`src/rtl/nv_arb2_pipe_if.sv`:
```
// Handshake bundle for nv_arb2_pipe: two valid/ready requesters in, one registered pipe out.
// The arbiter uses the slave modport; the block driving the requesters uses the master modport.
interface nv_arb2_pipe_if #(
   parameter int DW = 32
);
   logic          in0_pvld;
   logic          in0_prdy;
   logic [DW-1:0] in0_pd;
   logic          in0_plast;
   logic          in1_pvld;
   logic          in1_prdy;
   logic [DW-1:0] in1_pd;
   logic          in1_plast;
   logic          out_pvld;
   logic          out_prdy;
   logic [DW-1:0] out_pd;
   logic          out_plast;
   logic          out_src;

   modport master (
      output in0_pvld, in0_pd, in0_plast,
      output in1_pvld, in1_pd, in1_plast,
      output out_prdy,
      input  in0_prdy, in1_prdy,
      input  out_pvld, out_pd, out_plast, out_src
   );

   modport slave (
      input  in0_pvld, in0_pd, in0_plast,
      input  in1_pvld, in1_pd, in1_plast,
      input  out_prdy,
      output in0_prdy, in1_prdy,
      output out_pvld, out_pd, out_plast, out_src
   );
endinterface

```
`src/rtl/nv_arb2_pipe.sv`:
```
// Packet-aware two-input round-robin arbiter with one registered output stage.
// Optional NV_ARB2_PIPE_STARVE_EN adds 4-bit per-channel starvation counters.
module nv_arb2_pipe #(
   parameter int DW       = 32,
   parameter int INIT_PRI = 0
) (
   input logic           nvdla_core_clk,
   input logic           nvdla_core_rstn,
   nv_arb2_pipe_if.slave bus
);

   typedef enum logic {ST_OPEN, ST_LOCKED} lockState_e;

   lockState_e    lockState_q, lockState_d;
   logic          lockCh_q,    lockCh_d;
   logic          pri_q,       pri_d;
   logic          outPvld_q,   outPvld_d;
   logic [DW-1:0] outPd_q,     outPd_d;
   logic          outPlast_q,  outPlast_d;
   logic          outSrc_q,    outSrc_d;

   logic          pipeEn;
   logic          gntVld;
   logic          gntCh;
   logic          acc;
   logic          accLast;
   logic [DW-1:0] accPd;

`ifdef NV_ARB2_PIPE_STARVE_EN
   logic [3:0] starve0_q, starve0_d;
   logic [3:0] starve1_q, starve1_d;
   logic       favour0, favour1;

   assign favour0 = (starve0_q == 4'hF) && (starve1_q != 4'hF);
   assign favour1 = (starve1_q == 4'hF) && (starve0_q != 4'hF);
`endif

   assign pipeEn = !outPvld_q || bus.out_prdy;

   // A held lock grants its owner even while the owner is idle, so the other channel sees a bubble.
   always_comb begin
      gntVld = 1'b0;
      gntCh  = pri_q;
      if (lockState_q == ST_LOCKED) begin
         gntVld = 1'b1;
         gntCh  = lockCh_q;
      end else if (bus.in0_pvld && bus.in1_pvld) begin
         gntVld = 1'b1;
         gntCh  = pri_q;
`ifdef NV_ARB2_PIPE_STARVE_EN
         if (favour0) begin
            gntCh = 1'b0;
         end else if (favour1) begin
            gntCh = 1'b1;
         end
`endif
      end else if (bus.in0_pvld) begin
         gntVld = 1'b1;
         gntCh  = 1'b0;
      end else if (bus.in1_pvld) begin
         gntVld = 1'b1;
         gntCh  = 1'b1;
      end
   end

   assign bus.in0_prdy = pipeEn && gntVld && !gntCh;
   assign bus.in1_prdy = pipeEn && gntVld &&  gntCh;

   assign acc     = pipeEn && gntVld && (gntCh ? bus.in1_pvld : bus.in0_pvld);
   assign accPd   = gntCh ? bus.in1_pd    : bus.in0_pd;
   assign accLast = gntCh ? bus.in1_plast : bus.in0_plast;

   always_comb begin
      lockState_d = lockState_q;
      lockCh_d    = lockCh_q;
      pri_d       = pri_q;
      outPvld_d   = outPvld_q;
      outPd_d     = outPd_q;
      outPlast_d  = outPlast_q;
      outSrc_d    = outSrc_q;
      if (acc) begin
         outPvld_d  = 1'b1;
         outPd_d    = accPd;
         outPlast_d = accLast;
         outSrc_d   = gntCh;
         if (accLast) begin
            lockState_d = ST_OPEN;
            pri_d       = ~gntCh;
         end else begin
            lockState_d = ST_LOCKED;
            lockCh_d    = gntCh;
         end
      end else if (pipeEn) begin
         outPvld_d = 1'b0;
      end
   end

   always_ff @(posedge nvdla_core_clk or negedge nvdla_core_rstn) begin
      if (!nvdla_core_rstn) begin
         lockState_q <= ST_OPEN;
         lockCh_q    <= 1'b0;
         pri_q       <= 1'(INIT_PRI);
         outPvld_q   <= 1'b0;
         outPd_q     <= '0;
         outPlast_q  <= 1'b0;
         outSrc_q    <= 1'b0;
      end else begin
         lockState_q <= lockState_d;
         lockCh_q    <= lockCh_d;
         pri_q       <= pri_d;
         outPvld_q   <= outPvld_d;
         outPd_q     <= outPd_d;
         outPlast_q  <= outPlast_d;
         outSrc_q    <= outSrc_d;
      end
   end

`ifdef NV_ARB2_PIPE_STARVE_EN
   // Counters saturate at 15 and only count cycles where the output could have taken a beat.
   always_comb begin
      starve0_d = starve0_q;
      starve1_d = starve1_q;
      if (gntVld && !gntCh) begin
         starve0_d = 4'd0;
      end else if (bus.in0_pvld && pipeEn && (starve0_q != 4'hF)) begin
         starve0_d = starve0_q + 4'd1;
      end
      if (gntVld && gntCh) begin
         starve1_d = 4'd0;
      end else if (bus.in1_pvld && pipeEn && (starve1_q != 4'hF)) begin
         starve1_d = starve1_q + 4'd1;
      end
   end

   always_ff @(posedge nvdla_core_clk or negedge nvdla_core_rstn) begin
      if (!nvdla_core_rstn) begin
         starve0_q <= 4'd0;
         starve1_q <= 4'd0;
      end else begin
         starve0_q <= starve0_d;
         starve1_q <= starve1_d;
      end
   end
`endif

   assign bus.out_pvld  = outPvld_q;
   assign bus.out_pd    = outPd_q;
   assign bus.out_plast = outPlast_q;
   assign bus.out_src   = outSrc_q;

endmodule
```
`src/flat_wrapper.sv`:
```
// flat-port wrapper written by rule: the top's interface ports become plain ports
module nv_arb2_pipe_flat 
#(
   parameter int DW       = 32,
   parameter int INIT_PRI = 0
)
  (nvdla_core_clk, nvdla_core_rstn, bus_in0_pvld, bus_in0_pd, bus_in0_plast, bus_in1_pvld, bus_in1_pd, bus_in1_plast, bus_out_prdy, bus_in0_prdy, bus_in1_prdy, bus_out_pvld, bus_out_pd, bus_out_plast, bus_out_src);
  nv_arb2_pipe_if #(.DW(DW)) bus_i ();
  input logic nvdla_core_clk;
  input logic nvdla_core_rstn;
  input wire logic [$bits(bus_i.in0_pvld)-1:0] bus_in0_pvld;
  input wire logic [$bits(bus_i.in0_pd)-1:0] bus_in0_pd;
  input wire logic [$bits(bus_i.in0_plast)-1:0] bus_in0_plast;
  input wire logic [$bits(bus_i.in1_pvld)-1:0] bus_in1_pvld;
  input wire logic [$bits(bus_i.in1_pd)-1:0] bus_in1_pd;
  input wire logic [$bits(bus_i.in1_plast)-1:0] bus_in1_plast;
  input wire logic [$bits(bus_i.out_prdy)-1:0] bus_out_prdy;
  output wire logic [$bits(bus_i.in0_prdy)-1:0] bus_in0_prdy;
  output wire logic [$bits(bus_i.in1_prdy)-1:0] bus_in1_prdy;
  output wire logic [$bits(bus_i.out_pvld)-1:0] bus_out_pvld;
  output wire logic [$bits(bus_i.out_pd)-1:0] bus_out_pd;
  output wire logic [$bits(bus_i.out_plast)-1:0] bus_out_plast;
  output wire logic [$bits(bus_i.out_src)-1:0] bus_out_src;
  assign bus_i.in0_pvld = bus_in0_pvld;
  assign bus_i.in0_pd = bus_in0_pd;
  assign bus_i.in0_plast = bus_in0_plast;
  assign bus_i.in1_pvld = bus_in1_pvld;
  assign bus_i.in1_pd = bus_in1_pd;
  assign bus_i.in1_plast = bus_in1_plast;
  assign bus_i.out_prdy = bus_out_prdy;
  assign bus_in0_prdy = bus_i.in0_prdy;
  assign bus_in1_prdy = bus_i.in1_prdy;
  assign bus_out_pvld = bus_i.out_pvld;
  assign bus_out_pd = bus_i.out_pd;
  assign bus_out_plast = bus_i.out_plast;
  assign bus_out_src = bus_i.out_src;
  nv_arb2_pipe #(.DW(DW), .INIT_PRI(INIT_PRI)) u_core (.nvdla_core_clk(nvdla_core_clk), .nvdla_core_rstn(nvdla_core_rstn), .bus(bus_i));
endmodule
```
`config.mk`:
```
export PLATFORM = sky130hd
export DESIGN_NAME = nv_arb2_pipe_flat
export DESIGN_NICKNAME = d
export VERILOG_FILES = /design/src/rtl/nv_arb2_pipe_if.sv /design/src/rtl/nv_arb2_pipe.sv /design/src/flat_wrapper.sv
export SDC_FILE = /design/constraint.sdc
export NUM_CORES = 1
export LEC_CHECK = 0
export ABC_AREA = 1
export BUFFER_PORTS_ARGS = -buffer_cell sky130_fd_sc_hd__buf_2
export CAP_MARGIN = 5
export CORE_AREA = 2 2 70 72
export CTS_CLUSTER_SIZE = 24
export DETAILED_ROUTE_END_ITERATION = 6
export DIE_AREA = 0 0 72 74
export PLACE_DENSITY = 0.76
export SETUP_SLACK_MARGIN = 0.1
export SYNTH_ARGS = -nofsm -noshare
export SYNTH_HDL_FRONTEND = slang
export SYNTH_SLANG_ARGS = --single-unit
```
`constraint.sdc`:
```
create_clock -name nvdla_core_clk -period 1.75 [get_ports nvdla_core_clk]
set_input_delay 0.175 -clock nvdla_core_clk [delete_from_list [all_inputs] [get_ports nvdla_core_clk]]
set_output_delay 0.175 -clock nvdla_core_clk [all_outputs]
set_load 0.005 [all_outputs]
```
==> impl_metrics.sql, run 1 <==
INSERT INTO impl_metrics (metric_group, metric, value, unit) VALUES
('grt', 'grt_remaining_overflow', '0', ''),
('drt', 'wl_cell', '11.6', 'um'),
('setup_path', 'r2r_slack', '0.18', 'ns'),
('drt', 'dr.pass1.iters', '5', ''),
('pwr', 'max-vdd-ir-drop', '0.774', 'mV'),
('place', 'total_instance_count_after_detailed_placement', '439', ''),
('setup_path', 'highest_fanout_seen_on_the_critical_path', '6', ''),
('setup_path', 'crit-reg2reg-capture', 'u_core.pri_q', ''),
('setup_path', 'cp-startpoint', 'u_core.pri_q', ''),
('drt', 'postRouteAntennaNets', '0', ''),
('setup_path', 'setup.worst_path.class', 'flip-flop to output port', ''),
('place', 'routabilityCongestion', '0.778', ''),
('floorplan', 'design.core.area', '0.00460', 'mm^2'),
('grt', 'grt_first_pass_wirelength', '7690', 'um'),
('finish', 'design.final.nets', '474', ''),
('setup_path', 'endpoint_kind', 'output port', ''),
('finish', 'share_of_final_layout_standard_cells_stronger_than_drive_strength_1', '34.9', '%'),
('setup_path', 'critical_path.endpoint', 'bus_in0_prdy', ''),
('pwr', 'post-layout-total-power', '4.64', 'mW'),
('logic_synthesis', 'synth_area_per_inst', '6.85', 'um^2'),
('floorplan', 'fp.dieW', '72', 'um'),
('sta', 'timing.max_slew.rel_slack', '85.7', '%'),
('sta', 'setup-tns-final', '0', 'ns'),
('clock_network', 'clockBufferDepth', '2', ''),
('floorplan', 'dieHeight', '74', 'um'),
('setup_path', 'critical_path.startpoint_type', 'flip-flop', ''),
('logic_synthesis', 'synth_seq_cells', '38', ''),
('finish', 'layout_common_cells', 'sky130_fd_sc_hd__nand2_1, sky130_fd_sc_hd__buf_2, sky130_fd_sc_hd__dfrtp_1', ''),
('logic_synthesis', 'post_synth_instance_area', '0.00195', 'mm^2'),
('finish', 'antenna-diode-count', '0', ''),
('sta', 'timing.clock.skew', '0.00288', 'ns'),
('sta', 'report.final.hold_viol_count', '0', ''),
('place', 'place.detailed.hpwl', '3630', 'um'),
('grt', 'global_route_usage_sum', '18.7', '%'),
('pwr', 'power.static_leakage', '1.74', 'nW'),
('setup_path', 'required_worst_endpoint', '1.57', 'ns'),
('clock_network', 'tritoncts.num_buffers', '5', ''),
('pwr', 'p_per_area', '1680', 'mW/mm^2'),
('sta', 'fmax', '0.619', 'GHz'),
('sta', 'timing.final.crit_period', '1.62', 'ns'),
('sta', 'worst_slew_pin_slew', '0.215', 'ns'),
('finish', 'layout_commonest_cell', 'sky130_fd_sc_hd__nand2_1', ''),
('logic_synthesis', 'synth.distinct_cells', '15', ''),
('grt', 'grt_pass1_vias', '1827', ''),
('logic_synthesis', 'synth-warning-count', '0', ''),
('finish', 'areaGrowthSynthToFinish', '41.2', '%'),
('clock_network', 'clk_transition_reported_paths', '0.07', 'ns'),
('setup_path', 'regToRegStartpoint', 'u_core.pri_q', ''),
('logic_synthesis', 'synth_nets', '356', ''),
('grt', 'antenna_found_initial', '0', ''),
('drt', 'initialDrtViolationCount', '169', ''),
('sta', 'final-max-slew-violation-count', '0', ''),
('drt', 'drc_errors', '0', ''),
('flow_run', 'max_cap_violations', '0', ''),
('worst_hold_path', 'hp-class', 'input pin to flip-flop', ''),
('clock_network', 'clock_sinks', '38', ''),
('floorplan', 'initial_utilization', '42.5', '%'),
('grt', 'grt_start_max_net_pins', '39', ''),
('sta', 'report.final.setup_viol', '0', ''),
('drt', 'viasPerCell', '4.64', ''),
('logic_synthesis', 'synth_sequential_area_ratio', '48.7', '%'),
('clock_network', 'cts-htree-levels', '2', ''),
('clock_network', 'cts.root.buffer_cell', 'sky130_fd_sc_hd__clkbuf_8', ''),
('floorplan', 'die_ar', '0.00533', 'mm^2'),
('setup_path', 'cp_data_arrival_time', '1.44', 'ns'),
('floorplan', 'io_pins', '108', ''),
('drt', 'detail_route.wirelength', '5330', 'um'),
('place', 'number_of_port_buffers', '107', ''),
('setup_path', 'worstRegToRegCells', '9', ''),
('finish', 'layout.cells.non_filler', '458', ''),
('drt', 'total_via_count_after_detailed_routing', '2127', ''),
('sta', 'final.period_utilization', '92.3', '%'),
('clock_network', 'cts_tree', 'built', ''),
('clock_network', 'worst_skew_pair.late_latency', '0.29', 'ns'),
('sta', 'rsz0062_at_grt', 'yes', ''),
('logic_synthesis', 'synthCells', '285', ''),
('floorplan', 'floorplan.rows', '25', ''),
('outcome', 'outcome', 'finished clean', '');
metal layers:
layer,wire length (um),GRT usage (%),vias to the layer above
met5,0,0,-
met4,140,8.39,0
met1,2270,20.7,954
li1,-,-,1083
met2,2600,35.1,76
met3,321,3.25,14
logic make-up (layout without fill, tap and decap cells):
family | Yosys count | in the layout | synth area share [%]
simple gates | 222 | 222 | 43.1
flops | 38 | 38 | 48.7
buf+inv | 21 | 140 | 6.98
compound gates | 4 | 4 | 1.22
worst min-delay path by stage:
stage | from | to | slack [ns] | cells past startpoint
after floorplan | nvdla_core_rstn | u_core.bus.out_pd[0] | -0.12 | 0
after global placement | nvdla_core_rstn | u_core.bus.out_pd[2] | 0.15 | 2
after detailed placement | nvdla_core_rstn | u_core.bus.out_pd[2] | 0.16 | 2
after CTS | bus_out_prdy | u_core.bus.out_pvld | 0.07 | 2
after global routing | bus_out_prdy | u_core.bus.out_pvld | 0.1 | 2
final | bus_out_prdy | u_core.bus.out_pvld | 0.08 | 2
worst max-delay path, stage by stage (launching register included):
cell and delay [ns]:
sky130_fd_sc_hd__dfrtp_1 0.41, sky130_fd_sc_hd__inv_2 0.07, sky130_fd_sc_hd__a21oi_2 0.06, sky130_fd_sc_hd__nand2_2 0.10
sky130_fd_sc_hd__nand2_4 0.11, sky130_fd_sc_hd__buf_12 0.15, sky130_fd_sc_hd__nor2_2 0.12, sky130_fd_sc_hd__buf_2 0.13
where the power goes:
group	internal (mW)	switching, mW
logic	1.04	1.46
registers	1.30	0.218
clock network	0.318	0.306
synthesized netlist by cell type:
cell type	instances	area share, %
sky130_fd_sc_hd__o21ai_0	2	0.51
sky130_fd_sc_hd__inv_2	1	0.19
sky130_fd_sc_hd__nand4_1	1	0.32
sky130_fd_sc_hd__a21oi_1	1	0.26
sky130_fd_sc_hd__inv_4	2	0.64
sky130_fd_sc_hd__dfrtp_1	38	49
sky130_fd_sc_hd__buf_2	3	0.77
sky130_fd_sc_hd__inv_1	5	0.96
sky130_fd_sc_hd__buf_6	3	1.7
sky130_fd_sc_hd__nand2_2	1	0.32
sky130_fd_sc_hd__a21oi_2	1	0.45
sky130_fd_sc_hd__nand2_1	213	41
sky130_fd_sc_hd__buf_4	7	2.7
sky130_fd_sc_hd__nor2_1	4	0.77
sky130_fd_sc_hd__nand3_1	3	0.77
final cells by class:
class / instances / area, um^2
Inverter: 8 / 50.0
Clock inverter: 1 / 5.00
Fill cell: 436 / 1840
Timing Repair inverter: 1 / 8.76
Multi-Input combinational cell: 226 / 895
Sequential cell: 38 / 951
Timing Repair Buffer: 123 / 694
Tap cell: 54 / 67.6
Clock buffer: 7 / 86.3
sequential cells by signal (all words and copies together) (netlist names):
name,cells
u_core.bus.out_plast,1
u_core.bus.out_pd,32
u_core.lockState_q,1
u_core.bus.out_pvld,1
u_core.lockCh_q,1
u_core.bus.out_src,1
u_core.pri_q,1
through the flow:
| stage | worst slack [ns] | hold WS [ns] | util [%] | cell area [um^2] |
|---|---|---|---|---|
| final | 0.134 | 0.0797 | 60.0 | 2760 |
| after global routing | 0.0621 | 0.0992 | 60.0 | 2760 |
| after CTS | 0.0919 | 0.0745 | 57.3 | 2630 |
| after detailed placement | 0.122 | 0.160 | 54.6 | 2510 |
| after global placement | 0.220 | 0.153 | 54.6 | 2510 |
| after floorplan | 0.449 | -0.121 | - | 1950 |
what timing repair did:
item	4_1_cts	5_1_grt
setup buffers	0	9
endpoints found under the hold margin	38	0
gates cloned	0	1
hold buffers	1	0
setup endpoints to repair	3	34
pin swaps	0	4
resized for setup	6	14
Note: power is estimated with default switching activity, not from simulation.
==> run 2, diff against run 1 <==
clock period = 1.57 ns   (was 1.75 ns; I/O delays follow)
==> run 2 against run 1 <==
Net effect:
- the flow now finishes with violations (setup timing)
- cell area increased by 3.1%
- via count is 1.0% lower
- global-route usage is 0.81 points higher
- sequential share of layout area down 1.0 points
- register-to-register slack worse by 0.16 ns
- utilization increased by 1.9 points
- die area unchanged
- combinational power up 18%
- power up 19%
- count of clock-buffer cells in the layout is 1 lower
- critical path type unchanged
- largest cell class unchanged
- largest power group unchanged
==> impl_metrics.sql, run 2 (same netlist as run 1, synthesis figures left out) <==
INSERT INTO impl_metrics (metric_group, metric, value, unit) VALUES
('setup_path', 'crit-reg2reg-capture', 'u_core.bus.out_pd[3]', ''),
('setup_path', 'cp-startpoint', 'u_core.pri_q', ''),
('pwr', 'power.static_leakage', '1.77', 'nW'),
('sta', 'timing.clock.skew', '0.00493', 'ns'),
('finish', 'layout_commonest_cell', 'sky130_fd_sc_hd__nand2_1', ''),
('floorplan', 'initial_utilization', '42.5', '%'),
('grt', 'global_route_usage_sum', '19.5', '%'),
('grt', 'grt_util_met1', '21.8', '%'),
('finish', 'share_of_final_layout_standard_cells_stronger_than_drive_strength_1', '37.7', '%'),
('floorplan', 'dieHeight', '74', 'um'),
('outcome', 'violations', 'setup timing', ''),
('floorplan', 'design.core.area', '0.00460', 'mm^2'),
('clock_network', 'cts.root.buffer_cell', 'sky130_fd_sc_hd__clkbuf_8', ''),
('setup_path', 'regToRegStartpoint', 'u_core.pri_q', ''),
('place', 'number_of_port_buffers', '107', ''),
('place', 'routabilityCongestion', '0.780', ''),
('finish', 'largest_reg_flops', '32', ''),
('finish', 'layout.cells.non_filler', '457', ''),
('outcome', 'outcome', 'finished with violations', ''),
('floorplan', 'floorplan.rows', '25', ''),
('flow_run', 'max_cap_violations', '0', ''),
('finish', 'layout_common_cells', 'sky130_fd_sc_hd__nand2_1, sky130_fd_sc_hd__buf_2, sky130_fd_sc_hd__dfrtp_1', ''),
('grt', 'grt_pass1_vias', '1893', ''),
('place', 'total_instance_count_after_detailed_placement', '442', ''),
('clock_network', 'cts-htree-levels', '2', ''),
('drt', 'wl_cell', '11.8', 'um'),
('drt', 'total_via_count_after_detailed_routing', '2105', ''),
('clock_network', 'clk_transition_reported_paths', '0.07', 'ns'),
('setup_path', 'required_worst_endpoint', '1.41', 'ns'),
('finish', 'antenna-diode-count', '0', ''),
('floorplan', 'fp.dieW', '72', 'um'),
('sta', 'timing.max_slew.rel_slack', '75.3', '%'),
('clock_network', 'worst_skew_pair.late_latency', '0.29', 'ns'),
('drt', 'viasPerCell', '4.61', ''),
('grt', 'grt_first_pass_wirelength', '7970', 'um'),
('setup_path', 'setup.worst_path.class', 'flip-flop to output port', ''),
('sta', 'report.final.hold_viol_count', '0', ''),
('clock_network', 'tritoncts.num_buffers', '5', ''),
('clock_network', 'clock_sinks', '38', ''),
('place', 'placedInstanceArea', '0.00253', 'mm^2'),
('grt', 'grt_remaining_overflow', '0', ''),
('finish', 'filler_cell_count_in_the_final_layout', '434', ''),
('floorplan', 'die_ar', '0.00533', 'mm^2'),
('grt', 'global_route.usage.met2', '36.0', '%'),
('drt', 'postRouteAntennaNets', '0', ''),
('setup_path', 'critical_path.startpoint_type', 'flip-flop', ''),
('setup_path', 'critical_path.endpoint', 'bus_in1_prdy', ''),
('sta', 'worst_slew_pin_slew', '0.370', 'ns'),
('sta', 'timing.final.crit_period', '1.58', 'ns'),
('setup_path', 'endpoint_kind', 'output port', ''),
('sta', 'finalHoldWorstSlack', '0.0717', 'ns'),
('drt', 'detail_route.wirelength', '5380', 'um'),
('clock_network', 'cts_tree', 'built', ''),
('worst_hold_path', 'hp-class', 'input pin to flip-flop', ''),
('pwr', 'p_per_area', '1940', 'mW/mm^2'),
('grt', 'grt_start_max_net_pins', '36', ''),
('sta', 'final-max-slew-violation-count', '0', ''),
('place', 'place.detailed.hpwl', '3730', 'um'),
('setup_path', 'r2r_slack', '0.02', 'ns'),
('drt', 'drc_errors', '0', ''),
('finish', 'areaGrowthSynthToFinish', '45.6', '%'),
('setup_path', 'cp_data_arrival_time', '1.42', 'ns'),
('grt', 'groute.layer.met3.usage', '5.56', '%'),
('pwr', 'max-vdd-ir-drop', '0.867', 'mV'),
('sta', 'rsz0062_at_grt', 'yes', ''),
('clock_network', 'clockBufferDepth', '2', ''),
('setup_path', 'worstRegToRegCells', '10', ''),
('finish', 'design.final.nets', '474', ''),
('floorplan', 'io_pins', '108', ''),
('finish', 'design_area', '0.00284', 'mm^2'),
('grt', 'antenna_found_initial', '0', ''),
('pwr', 'post-layout-total-power', '5.50', 'mW'),
('sta', 'report.final.setup_viol', '1', ''),
('setup_path', 'highest_fanout_seen_on_the_critical_path', '5', ''),
('drt', 'initialDrtViolationCount', '85', ''),
('grt', 'gr_peak_layer', 'met2', ''),
('sta', 'setup_ws', '-0.00869', 'ns'),
('sta', 'fmax', '0.633', 'GHz'),
('sta', 'final.period_utilization', '101', '%'),
('drt', 'dr.pass1.iters', '4', '');
-- run 2: changes by cell type in the layout (fill, tap and decap cells not counted), sizes merged --
cell,previous run,this run
buf,122,120
bufinv,0,1
clkbuf,7,6
clkinv,2,1
inv,8,10
-- run 2: cell type report --
class	count	area [um^2]	share of cell area (%)
Sequential cell	38	951	33.4
Multi-Input combinational cell	226	920	32.3
Timing Repair Buffer	121	708	24.9
Clock buffer	6	82.6	2.90
Tap cell	54	67.6	2.38
Inverter	8	45.0	1.58
Timing Repair inverter	3	40.0	1.41
Clock inverter	1	30.0	1.06
-- run 2: worst max-delay path, stage by stage (launching register included) --
cell and delay, ns:
sky130_fd_sc_hd__dfrtp_1 0.38, sky130_fd_sc_hd__inv_1 0.07, sky130_fd_sc_hd__a21oi_2 0.13, sky130_fd_sc_hd__nand2_2 0.07
sky130_fd_sc_hd__nand2_2 0.12, sky130_fd_sc_hd__buf_6 0.12, sky130_fd_sc_hd__inv_4 0.05, sky130_fd_sc_hd__nor2_4 0.07
sky130_fd_sc_hd__buf_2 0.11
-- run 2: what timing repair did --
action,4_1_cts,5_1_grt
gates cloned,0,3
pin swaps,2,4
endpoints found under the hold margin,16,0
endpoints found under the setup margin,2,39
setup buffers,1,3
hold buffers,1,0
resized for setup,6,28
-- run 2: how the worst min path moves through the flow --
stage                    startpoint              endpoint  slack [ns]  cells past startpoint
detailed placement  nvdla_core_rstn  u_core.bus.out_pd[2]        0.09                      1
CTS                    bus_out_prdy   u_core.bus.out_pvld        0.06                      2
global route           bus_out_prdy   u_core.bus.out_pvld        0.08                      2
global placement    nvdla_core_rstn  u_core.bus.out_pd[2]        0.09                      1
floorplan           nvdla_core_rstn  u_core.bus.out_pd[0]       -0.14                      0
finish                 bus_out_prdy   u_core.bus.out_pvld        0.07                      2
-- run 2: where the power goes --
part / leakage, nW / internal (mW) / switching (mW)
logic: 1.24 / 1.26 / 1.67
clock network: 0.0573 / 0.508 / 0.332
registers: 0.474 / 1.45 / 0.285
total: 1.77 / 3.22 / 2.28
-- run 2: metrics by stage --
step           utilization, %  setup WS (ns)  setup TNS (ns)
3_5_place_dp             55.1          0.110               0
6_report                 61.9       -0.00869        -0.00869
3_3_place_gp             55.1          0.154               0
5_1_grt                  61.9        -0.0893           -1.95
2_1_floorplan               -          0.269               0
4_1_cts                  58.4         0.0214               0
-- run 2: per-layer routing --
layer / part of all wire, % / wire length (um)
met1: 42 / 2260
met2: 51 / 2720
met3: 5.5 / 295
met4: 1.9 / 104
met5: 0 / 0
==> run 3, diff against run 2 <==
CELL_PAD_IN_SITES_DETAIL_PLACEMENT = 1   (was unset)
CELL_PAD_IN_SITES_GLOBAL_PLACEMENT = 2   (was unset)
CORE_AREA = 2 2 98 100   (was 2 2 70 72)
DIE_AREA = 0 0 100 102   (was 0 0 72 74)
==> run 3 against run 2 <==
Net effect:
- fmax grew 0.19%
- clock skew is essentially flat
- global-route usage shrank 6.6 points
- the run still ends with setup timing left
- sequential power is essentially flat
- flip-flop and latch count is the same
- sequential share of layout area shrank 2.0 points
- worst setup slack gained 0.0029 ns
- power grew 4.8%
- utilization shrank 29 points
- largest cell class unchanged
- hold slack lost 0.011 ns
- cell area grew 6.3%
==> impl_metrics.sql, run 3 (same netlist as run 1, synthesis figures left out) <==
INSERT INTO impl_metrics (metric_group, metric, value, unit) VALUES
('grt', 'grt_start_max_net_pins', '27', ''),
('sta', 'timing.clock.skew', '0.00445', 'ns'),
('setup_path', 'timing.critical_path.cells', 'buf_6 -> nor2_4 -> a21oi_4 -> nand4_1 -> nand2_4 -> inv_8 -> clkbuf_16 -> nand2_1 -> nand2_1', ''),
('finish', 'share_of_final_layout_standard_cells_stronger_than_drive_strength_1', '38.3', '%'),
('worst_hold_path', 'hp-class', 'input pin to flip-flop', ''),
('drt', 'postRouteAntennaNets', '0', ''),
('setup_path', 'cp_data_arrival_time', '1.75', 'ns'),
('setup_path', 'timing.critical_path.depth', '9', ''),
('clock_network', 'worst_skew_pair.late_latency', '0.29', 'ns'),
('finish', 'largest_reg_flops', '32', ''),
('worst_hold_path', 'timing.hold.worst_path_depth', '2', ''),
('sta', 'rsz0062_at_grt', 'yes', ''),
('flow_run', 'max_cap_violations', '0', ''),
('grt', 'grt_first_pass_wirelength', '10500', 'um'),
('grt', 'grt_util_met1', '15.7', '%'),
('clock_network', 'tritoncts.num_buffers', '5', ''),
('setup_path', 'critical_path.startpoint_type', 'flip-flop', ''),
('sta', 'finalHoldWorstSlack', '0.0607', 'ns'),
('grt', 'antenna_found_initial', '0', ''),
('setup_path', 'crit_path_top_delay_cell', 'sky130_fd_sc_hd__dfrtp_1', ''),
('pwr', 'p_per_area', '1910', 'mW/mm^2'),
('sta', 'timing.max_slew.rel_slack', '80.6', '%'),
('finish', 'antenna-diode-count', '0', ''),
('floorplan', 'design.core.area', '0.00911', 'mm^2'),
('setup_path', 'crit-reg2reg-capture', 'u_core.bus.out_pd[4]', ''),
('floorplan', 'fp.dieW', '100', 'um'),
('setup_path', 'endpoint_kind', 'flip-flop', ''),
('place', 'number_of_port_buffers', '107', ''),
('pwr', 'power.static_leakage', '1.83', 'nW'),
('setup_path', 'cpPeakStageDelay', '0.42', 'ns'),
('setup_path', 'critPathTopFamily', 'simple AND/OR/NAND/NOR gates', ''),
('finish', 'layout.cells.non_filler', '521', ''),
('setup_path', 'highest_fanout_seen_on_the_critical_path', '6', ''),
('finish', 'areaGrowthSynthToFinish', '54.8', '%'),
('clock_network', 'cts_tree', 'built', ''),
('sta', 'final.period_utilization', '100', '%'),
('drt', 'viasPerCell', '4.12', ''),
('floorplan', 'initial_utilization', '21.4', '%'),
('sta', 'fmax', '0.635', 'GHz'),
('setup_path', 'regToRegStartpoint', 'u_core.lockState_q', ''),
('clock_network', 'clock_sinks', '38', ''),
('floorplan', 'dieHeight', '102', 'um'),
('sta', 'report.final.hold_viol_count', '0', ''),
('drt', 'initialDrtViolationCount', '40', ''),
('pwr', 'max-vdd-ir-drop', '0.574', 'mV'),
('floorplan', 'io_pins', '108', ''),
('setup_path', 'setup.worst_path.class', 'flip-flop to flip-flop', ''),
('grt', 'grt_pass1_vias', '2200', ''),
('place', 'routabilityCongestion', '0.696', ''),
('floorplan', 'die_ar', '0.0102', 'mm^2'),
('grt', 'global_route_usage_sum', '12.9', '%'),
('finish', 'design.final.nets', '480', ''),
('drt', 'dr.pass1.iters', '4', ''),
('clock_network', 'clk_transition_reported_paths', '0.08', 'ns'),
('grt', 'gr_peak_layer', 'met2', ''),
('place', 'place.detailed.hpwl', '4790', 'um'),
('drt', 'drc_errors', '0', ''),
('sta', 'final-max-slew-violation-count', '0', ''),
('grt', 'grt_remaining_overflow', '0', ''),
('drt', 'total_via_count_after_detailed_routing', '2145', ''),
('outcome', 'violations', 'setup timing', ''),
('finish', 'filler_cell_count_in_the_final_layout', '1184', ''),
('clock_network', 'cts-htree-levels', '2', ''),
('drt', 'detail_route.wirelength', '6780', 'um'),
('clock_network', 'clockBufferDepth', '2', ''),
('setup_path', 'timing.critical_path.mode_cell', 'sky130_fd_sc_hd__nand2_1', ''),
('drt', 'wl_cell', '13.0', 'um'),
('outcome', 'outcome', 'finished with violations', ''),
('setup_path', 'required_worst_endpoint', '1.75', 'ns'),
('sta', 'worst_slew_pin_slew', '0.291', 'ns'),
('sta', 'setup-tns-final', '-0.00575', 'ns'),
('grt', 'groute.layer.met3.usage', '3.08', '%'),
('setup_path', 'r2r_slack', '-0.006', 'ns'),
('setup_path', 'worstRegToRegCells', '9', ''),
('setup_path', 'worstPathBufferInverterCount', '3', ''),
('sta', 'setup_ws', '-0.00575', 'ns'),
('sta', 'timing.final.crit_period', '1.58', 'ns'),
('worst_hold_path', 'whs_endpoint', 'u_core.bus.out_pvld', ''),
('finish', 'layout_common_cells', 'sky130_fd_sc_hd__nand2_1, sky130_fd_sc_hd__buf_2, sky130_fd_sc_hd__dfrtp_1', ''),
('worst_hold_path', 'holdCritStartpoint', 'bus_out_prdy', ''),
('grt', 'global_route.usage.met2', '23.5', '%'),
('floorplan', 'floorplan.rows', '35', ''),
('place', 'total_instance_count_after_detailed_placement', '501', ''),
('sta', 'report.final.setup_viol', '1', ''),
('finish', 'layout_commonest_cell', 'sky130_fd_sc_hd__nand2_1', ''),
('clock_network', 'cts.root.buffer_cell', 'sky130_fd_sc_hd__clkbuf_8', '');
-- run 3: changes by cell type in the layout (fill, tap and decap cells not counted), sizes merged --
cell    before  now
buf        120  126
clkbuf       6   10
inv         10    8
bufinv       1    0
-- run 3: layout make-up --
class / instances / area (um^2) / area share [%]
flip-flops and latches: 38 / 951 / 31.5
multi-input cells: 226 / 933 / 30.9
repair buffers: 130 / 863 / 28.6
well taps: 111 / 139 / 4.59
clock buffers: 7 / 86.3 / 2.86
inverters: 8 / 45.0 / 1.49
clock inverters: 1 / 5.00 / 0.166
-- run 3: worst reg2reg max path, delay by kind of cell, from the launching register on --
| kind | cells | cell delay, ns |
|---|---|---|
| AOI/OAI and AO/OA | 1 | 0.20 |
| buffers and inverters | 3 | 0.35 |
| DFF | 1 | 0.42 |
| and+or+nand+nor | 5 | 0.51 |
-- run 3: repair_timing --
item / 4_1_cts / 5_1_grt
endpoints found under the setup margin: 38 / 39
pin swaps: 3 / 5
hold endpoints to repair: 11 / 0
hold buffers: 1 / 0
setup buffers: 7 / 0
gates cloned: 0 / 4
resized for setup: 13 / 21
-- run 3: where the power goes --
part / switching (mW) / internal, mW
Combinational: 1.79 / 1.56
Clock: 0.351 / 0.355
Sequential: 0.264 / 1.45
Total: 2.40 / 3.37
-- run 3: routing by layer --
metal,up-vias,wire [um]
met1,982,2970
met5,-,0
li1,1096,-
met4,0,50
met2,63,3370
met3,4,381
-- run 3: worst max-delay path by stage --
| stage | from | to | slack, ns |
|---|---|---|---|
| final | u_core.lockState_q | u_core.bus.out_pd[4] | -0.006 |
| after global routing | u_core.lockState_q | u_core.bus.out_pd[4] | -0.07 |
| after CTS | u_core.pri_q | bus_in0_prdy | 0.05 |
| after detailed placement | u_core.lockState_q | u_core.bus.out_pd[18] | -0.04 |
| after global placement | u_core.lockState_q | u_core.bus.out_pd[15] | 0.06 |
| after floorplan | u_core.bus.out_pvld | u_core.lockState_q | 0.27 |
-- run 3: metrics by stage --
step / utilization (%) / power (mW) / cell area (um^2) / setup WS [ns]
2_1_floorplan: - / 3.28 / 1950 / 0.269
3_3_place_gp: 28.9 / 4.32 / 2630 / 0.0621
3_5_place_dp: 28.9 / 4.38 / 2630 / -0.0423
4_1_cts: 31.5 / 5.48 / 2870 / 0.0513
5_1_grt: 33.2 / 6.36 / 3020 / -0.0692
6_report: 33.2 / 5.77 / 3020 / -0.00575
